## src/rtl/int_pkg.sv

```systemverilog
// Shared types and constants for the machine-mode interrupt controller.
package int_pkg;

  typedef enum logic [1:0] {IDLE, REQ, HANDLER} int_state_t;

  localparam int MCAUSE_INT_BIT = 31;

endpackage

```

## src/rtl/prio_enc.sv

```systemverilog
// Lowest-index-first priority encoder; index 0 has the highest priority.
module prio_enc #(
  parameter int N  = 16,
  parameter int CW = (N > 1) ? $clog2(N) : 1
) (
  input  logic [N-1:0]  i_req,
  output logic [CW-1:0] o_code,
  output logic          o_valid
);

  // Scan downwards so the lowest set index is the last assignment.
  always_comb begin
    o_code = '0;
    for (int i = N - 1; i >= 0; i--) begin
      if (i_req[i]) o_code = CW'(i);
    end
  end

  assign o_valid = |i_req;

endmodule

```

## src/rtl/int_ctrl_v2.sv

```systemverilog
// Machine-mode interrupt controller: latches sources into mip, raises a held trap
// request for the highest-priority enabled source and tracks handler occupancy.
module int_ctrl_v2
  import int_pkg::*;
#(
  parameter int                  NUM_IRQ   = 16,
  parameter logic [NUM_IRQ-1:0]  EDGE_MASK = '0,
  parameter int                  CODE_W    = (NUM_IRQ > 1) ? $clog2(NUM_IRQ) : 1
) (
  input  logic               clk,
  input  logic               rst_n,
  input  logic [NUM_IRQ-1:0] irq_i,
  input  logic [NUM_IRQ-1:0] mie,
  input  logic               MIE,
  input  logic [31:0]        mtvec,
  input  logic               trap_ack,
  input  logic               mret,
  output logic               interrupt,
  output logic [CODE_W-1:0]  int_code,
  output logic [31:0]        pc_addr,
  output logic [31:0]        mcause_val,
  output logic [NUM_IRQ-1:0] mip,
  output logic               in_handler
);

  logic [NUM_IRQ-1:0] r_irq_q;
  logic [NUM_IRQ-1:0] r_irq_prev;
  logic [NUM_IRQ-1:0] r_mip;
  logic [CODE_W-1:0]  r_code;
  int_state_t         r_state;

  logic [NUM_IRQ-1:0] w_mip_d;
  logic [NUM_IRQ-1:0] w_elig;
  logic [NUM_IRQ-1:0] w_rise;
  logic [NUM_IRQ-1:0] w_clr;
  logic [CODE_W-1:0]  w_code;
  logic [CODE_W-1:0]  w_code_d;
  logic               w_valid;
  logic               w_ack;
  int_state_t         w_state_d;
  logic [31:0]        w_base;
  logic [31:0]        w_off;
  logic               w_unused_mtvec;

  assign w_elig = r_mip & mie;

  prio_enc #(
    .N  (NUM_IRQ),
    .CW (CODE_W)
  ) u_prio_enc (
    .i_req   (w_elig),
    .o_code  (w_code),
    .o_valid (w_valid)
  );

  // An acknowledge only counts while a request is actually outstanding.
  assign w_ack  = (r_state == REQ) && trap_ack;
  assign w_rise = r_irq_q & ~r_irq_prev;
  assign w_clr  = w_ack ? (NUM_IRQ'(1) << r_code) : '0;

  // Edge bits: a fresh rising edge wins over the acknowledge clear.
  assign w_mip_d = (EDGE_MASK & (w_rise | (r_mip & ~w_clr))) | (~EDGE_MASK & r_irq_q);

  always_comb begin
    w_state_d = r_state;
    w_code_d  = r_code;
    unique case (r_state)
      IDLE: begin
        if (MIE && w_valid) begin
          w_state_d = REQ;
          w_code_d  = w_code;
        end
      end
      REQ:     if (trap_ack) w_state_d = HANDLER;
      HANDLER: if (mret) w_state_d = IDLE;
      default: w_state_d = IDLE;
    endcase
  end

  always_ff @(posedge clk) begin
    if (!rst_n) begin
      r_irq_q    <= '0;
      r_irq_prev <= '0;
      r_mip      <= '0;
      r_code     <= '0;
      r_state    <= IDLE;
    end else begin
      r_irq_q    <= irq_i;
      r_irq_prev <= r_irq_q;
      r_mip      <= w_mip_d;
      r_code     <= w_code_d;
      r_state    <= w_state_d;
    end
  end

  assign w_base = {mtvec[31:2], 2'b00};
  assign w_off  = 32'(r_code) << 2;
  assign w_unused_mtvec = mtvec[1];

  assign pc_addr    = mtvec[0] ? (w_base + w_off) : w_base;
  assign interrupt  = (r_state == REQ);
  assign in_handler = (r_state == HANDLER);
  assign int_code   = r_code;
  assign mip        = r_mip;

  always_comb begin
    mcause_val                 = '0;
    mcause_val[MCAUSE_INT_BIT] = 1'b1;
    mcause_val[CODE_W-1:0]     = r_code;
  end

endmodule

```

## config.mk

```make
export PLATFORM = sky130hd
export DESIGN_NAME = int_ctrl_v2
export DESIGN_NICKNAME = d
export VERILOG_FILES = /design/src/rtl/int_pkg.sv /design/src/rtl/prio_enc.sv /design/src/rtl/int_ctrl_v2.sv
export SDC_FILE = /design/constraint.sdc
export NUM_CORES = 1
export LEC_CHECK = 0
export CORE_MARGIN = 3
export CORE_UTILIZATION = 39
export DETAILED_ROUTE_END_ITERATION = 7
export PLACE_DENSITY = 0.87
export SLEW_MARGIN = 20
export SYNTH_ARGS = -nofsm -noshare
export SYNTH_HDL_FRONTEND = slang
export SYNTH_SLANG_ARGS = --single-unit
```

## constraint.sdc

```tcl
create_clock -name clk -period 6.8 [get_ports clk]
set_clock_uncertainty 0.2 [all_clocks]
set_input_delay 2.04 -clock clk [delete_from_list [all_inputs] [get_ports clk]]
set_output_delay 2.04 -clock clk [all_outputs]
set_load 0.03 [all_outputs]
```

# Yosys cells after proc, flatten, opt, wreduce, memory -nomap -nowiden
# Index checks and enable logic that the tools add are counted.
[totals]
ff_bits = 38
inputBits = 69
out_inout_bits = 86
word_cells = 37
[op_classes]
add_sub_neg = 1
n_eq_ne = 5
n_mux = 21
bitwise_logic = 1
n_reduce_logical = 5
[ops]
columns = ["op", "n"]
rows = [
  ["$mux 4", 16],
  ["$add 32x6->32", 1],
  ["$mux 32", 1],
  ["$and 16x16->16", 1],
  ["$reduce_or 16->1", 1],
  ["$mux 2", 3],
  ["$ne 2x2->1 const B", 3],
  ["$pmux 2 s3", 1],
  ["$reduce_and 3->1", 1],
  ["$eq 2x1->1 const B", 1],
  ["$eq 2x2->1 const B", 1],
  ["$logic_not 2->1", 1],
  ["$reduce_and 2->1", 1],
  ["$logic_and 1x1->1", 1],
]

# Depth between registers and ports, before layout
[depth]
word_depth = 17
depth_mapped = 8
depth_no_buf = 8

# By module
# From an unflattened synthesis, not the netlist that was laid out.
[unflattened]
hier_cells = 279
area_unflattened_um2 = 2444.8
[by_module_without_submodules]
columns = ["module", "n_inst", "cells_each", "area_each_um2", "seq_area_each_um2"]
rows = [
  ["int_ctrl_v2", 1, 245, 2268.4, 760.7],
  ["prio_enc", 1, 34, 176.4, 0.0],
]

# Worst setup path after synthesis
# No wires, ideal clock.
[synth_path]
path_kind = "input port to output port"
start = "in mtvec[2]"
end = "out pc_addr[12]"
arrival_ps = 3936
t_required_ps = 4560
path_slack_ps = 624
path_stages = 7
path_buffers = 0
path_cell_list = "ha_1 -> inv_1 -> fa_1 -> nand2b_1 -> a211oi_1 -> and4_2 -> xor2_1"
[synth_between]
elab_chain_cells = 2
[synth_lines]
columns = ["element", "line", "text"]
rows = [
  ["start: declaration", "int_ctrl_v2.sv:15", "input logic [31:0] mtvec,"],
  ["$add 32x6->32", "int_ctrl_v2.sv:100", "assign pc_addr = mtvec[0] ? (w_base + w_off) : w_base;"],
  ["$mux 32", "int_ctrl_v2.sv:100", ""],
  ["end: declaration", "int_ctrl_v2.sv:20", "output logic [31:0] pc_addr,"],
]
# Every way passes these cells.

# Worst setup path after layout
[layout_path]
start = "in mtvec[2]"
end = "out pc_addr[6]"
# Same word-level chain as after synthesis.

==> impl_metrics.csv <==
group,metric,value,unit
critical_path,path_delay_family,"buffers and inverters",
critical_path,cp_slowest_stage_delay,0.71,ns
grt,met2_usage,31.3,%
placement,place.gp.congestion,0.820,
floorplan,dieHeight,82.6,µm
drt,drt_pass1_iterations,4,
hold_path,hp-class,"register to register",
clock_network,clock-sinks,38,
sta,grt_setup_unrepaired,"no",
synthesis,yosysWarnings,0,
critical_path,critPathLaunchType,"input port",
grt,grt_max_degree,36,
run_status,outcome,"completed",
sta,max_freq,0.149,GHz
synthesis,ys_types,44,
grt,grtUsageMet3,6.51,%
floorplan,die_x,82.6,µm
power_and_ir_drop,leakagePower,0.00153,µW
critical_path,cp_num_cells,8,
floorplan,io_pins,155,
clock_network,clk_pin_slew,0.07,ns
cells_and_area,drive_gt1_share,9.79,%
clock_network,clock_path_buffers,2,
sta,worst_slew_pin_slew,0.862,ns
critical_path,critPathBufInv,3,
cells_and_area,n_fill_cell,500,
grt,globalRouteOverflowTotal,0,
drt,routed_wl,6.07,mm
critical_path,worstSetupEndpointType,"primary output",
grt,antenna_found_initial,0,
drt,post_drt_wl_per_cell,13.2,µm
sta,slew_viol_final,0,
critical_path,r2r_slack,4.95,ns
placement,dp_hpwl,5.19,mm
cells_and_area,fin_util,64.5,%
clock_network,clkLatencyLatePin,0.29,ns
cells_and_area,stdcell_count,460,
grt,gr-usage-met1,17.7,%
critical_path,r2r-start,"r_state[0]$_SDFFE_PN0P_",
grt,grtUsageTotal,17.4,%
critical_path,critPathCapture,"pc_addr[6]",
sta,finalSetupViolations,0,
sta,fin_hold_ws,0.232,ns
synthesis,synthCells,262,
critical_path,crit_required,4.56,ns
critical_path,reg2reg_to,"int_code[0]$_SDFFE_PN0P_",
clock_network,cts_tree,"built",
synthesis,synth_area,0.00229,mm²
clock_network,clockRootBuffer,"clkbuf_8",
critical_path,crit_chain,"clkdlybuf4s50_1, ha_1, inv_1, fa_1, nand2b_1, a21oi_1, xor2_1, clkdlybuf4s50_1",
floorplan,core,0.00561,mm²
critical_path,crit_fanout,2,
synthesis,ys_seq_area_share,33.2,%
floorplan,start_util,40.9,%
drt,vias,2194,
grt,top_usage_layer,"met2",
critical_path,crit_start,"mtvec[2]",
cells_and_area,mostFrequentLayoutCells,"104 x clkdlybuf4s50_1, 38 x dfxtp_1, 34 x and2_1",
cells_and_area,antenna_cells,0,
synthesis,postSynthAreaPerCell,8.74,µm²
critical_path,worstPathArrival,4.45,ns
placement,dpl.cell_count,452,
clock_network,hold_buffers,0,
grt,grt_pass1_vias,2066,
placement,io_buffers,123,
floorplan,die-area,0.00683,mm²
cells_and_area,ff_latch_area,761,µm²
sta,fin_crit_sh,98.4,%
clock_network,htreeDepth,2,
power_and_ir_drop,pwr_density_cell,185,mW/mm²
floorplan,rows,27,
drt,drt_iter0_drc,34,
sta,final-hold-violation-count,0,
critical_path,critical_path_class,"input port to primary output",
cells_and_area,multiInputGateArea,0.00133,mm²
sta,period_needed,6.69,ns
critical_path,r2r_cells,4,
cells_and_area,final_common_cell,"clkdlybuf4s50_1",
cells_and_area,layout.nets,461,
critical_path,critical_path.slowest_cell,"clkdlybuf4s50_1",
clock_network,cts_made_buffers,5,
drt,routed_via_density,4.77,
cells_and_area,area_growth,57.8,%
synthesis,ys_ff_latch,38,
drt,ant_nets,0,
sta,slew_headroom,42.4,%
run,maxCapViolations,0,
power_and_ir_drop,ir_worst_vdd,0.174,mV
critical_path,cpMostUsedCell,"clkdlybuf4s50_1",
drt,drc,0,
grt,grt_pass1_wl,9.00,mm
==> cell type report <==
cell class,instances,area share (%)
multi-input combinational,206,36.7
timing repair buffer,129,35.2
sequential,38,21.0
tap,72,2.49
clock buffer,5,1.90
clock inverter,3,1.90
inverter,7,0.727
==> how the worst min path moves through the flow <==
stage                                     start           endpoint  slack [ns]  cells after the start
after floorplan           r_irq_q[0]$_SDFF_PN0_  mip[0]$_SDFF_PN0_        0.21                      1
after global placement    r_irq_q[8]$_SDFF_PN0_  mip[8]$_SDFF_PN0_        0.21                      1
after detailed placement  r_irq_q[6]$_SDFF_PN0_  mip[6]$_SDFF_PN0_        0.22                      1
after CTS                 r_irq_q[6]$_SDFF_PN0_  mip[6]$_SDFF_PN0_        0.23                      1
after global routing      r_irq_q[7]$_SDFF_PN0_  mip[7]$_SDFF_PN0_        0.25                      1
final                     r_irq_q[6]$_SDFF_PN0_  mip[6]$_SDFF_PN0_        0.23                      1
==> flip-flops by register name (all words and copies together) (netlist names) <==
| register | cells |
|---|---|
| int_code | 4 |
| r_state | 2 |
| r_irq_q | 16 |
| mip | 16 |
==> per-layer routing <==
| metal | up-vias | wire (µm) | share of wire, % |
|---|---|---|---|
| met1 | 987 | 2160 | 36 |
| li1 | 1082 | - | - |
| met4 | 0 | 133 | 2.2 |
| met3 | 10 | 760 | 13 |
| met5 | - | 0 | 0 |
| met2 | 115 | 3010 | 50 |
==> metrics by stage <==
stage               cell area [µm²]  TNS, ns  power (µW)  setup slack (ns)
floorplan                      2400        0         368             0.624
global placement               3460        0         447            0.0401
detailed placement             3460  -0.0190         450           -0.0190
CTS                            3600        0         674            0.0144
global route                   3610        0         699           0.00404
finish                         3610        0         668             0.110
==> kinds of logic after synthesis <==
group | count (synthesis) | share of synthesized area (%)
other | 2 | 0.328
adder cells (fa/ha/maj) | 5 | 3.06
flip-flops | 38 | 33.2
XOR/XNOR | 28 | 11.0
multiplexers | 3 | 1.47
buffers and inverters | 46 | 13.5
AO/OA/AOI/OAI | 36 | 10.8
AND/OR/NAND/NOR | 104 | 26.7
==> power by group <==
group	switching, µW	internal (µW)
Combinational	110	92.3
Clock	77.5	147
Sequential	7.19	234
==> synth_stat cells (all sizes together) <==
master | number | area [µm²]
nand3 | 13 | 65.1
nor4 | 1 | 21.3
o211a | 1 | 10.0
nand2 | 21 | 78.8
nand2b | 3 | 18.8
o21ai | 4 | 20.0
buf | 36 | 272
a32oi | 1 | 8.76
inv | 7 | 26.3
or4b | 1 | 10.0
o2111ai | 1 | 8.76
o211ai | 1 | 7.51
conb | 2 | 7.51
xor2 | 10 | 95.1
a211oi | 3 | 22.5
nor3b | 1 | 12.5
xnor2 | 18 | 158
mux2 | 3 | 33.8
dfxtp | 38 | 761
o22ai | 1 | 6.26
a21oi | 8 | 40.0
nand4 | 7 | 58.8
and2 | 36 | 226
a22o | 2 | 17.5
ha | 4 | 50.1
a31oi | 2 | 12.5
nor3 | 2 | 10.0
o31ai | 1 | 7.51
nor2 | 8 | 30.0
and4 | 1 | 10.0
nor2b | 3 | 18.8
and3 | 7 | 50.1
fa | 1 | 20.0
a32o | 1 | 10.0
a22oi | 10 | 75.1
clkbuf | 3 | 11.3
==> timing repair <==
action,CTS,global route
resized for setup,1,7
endpoints found under the setup margin,1,7
setup buffers,0,0
No activity file was read; power rests on OpenSTA's default activity.
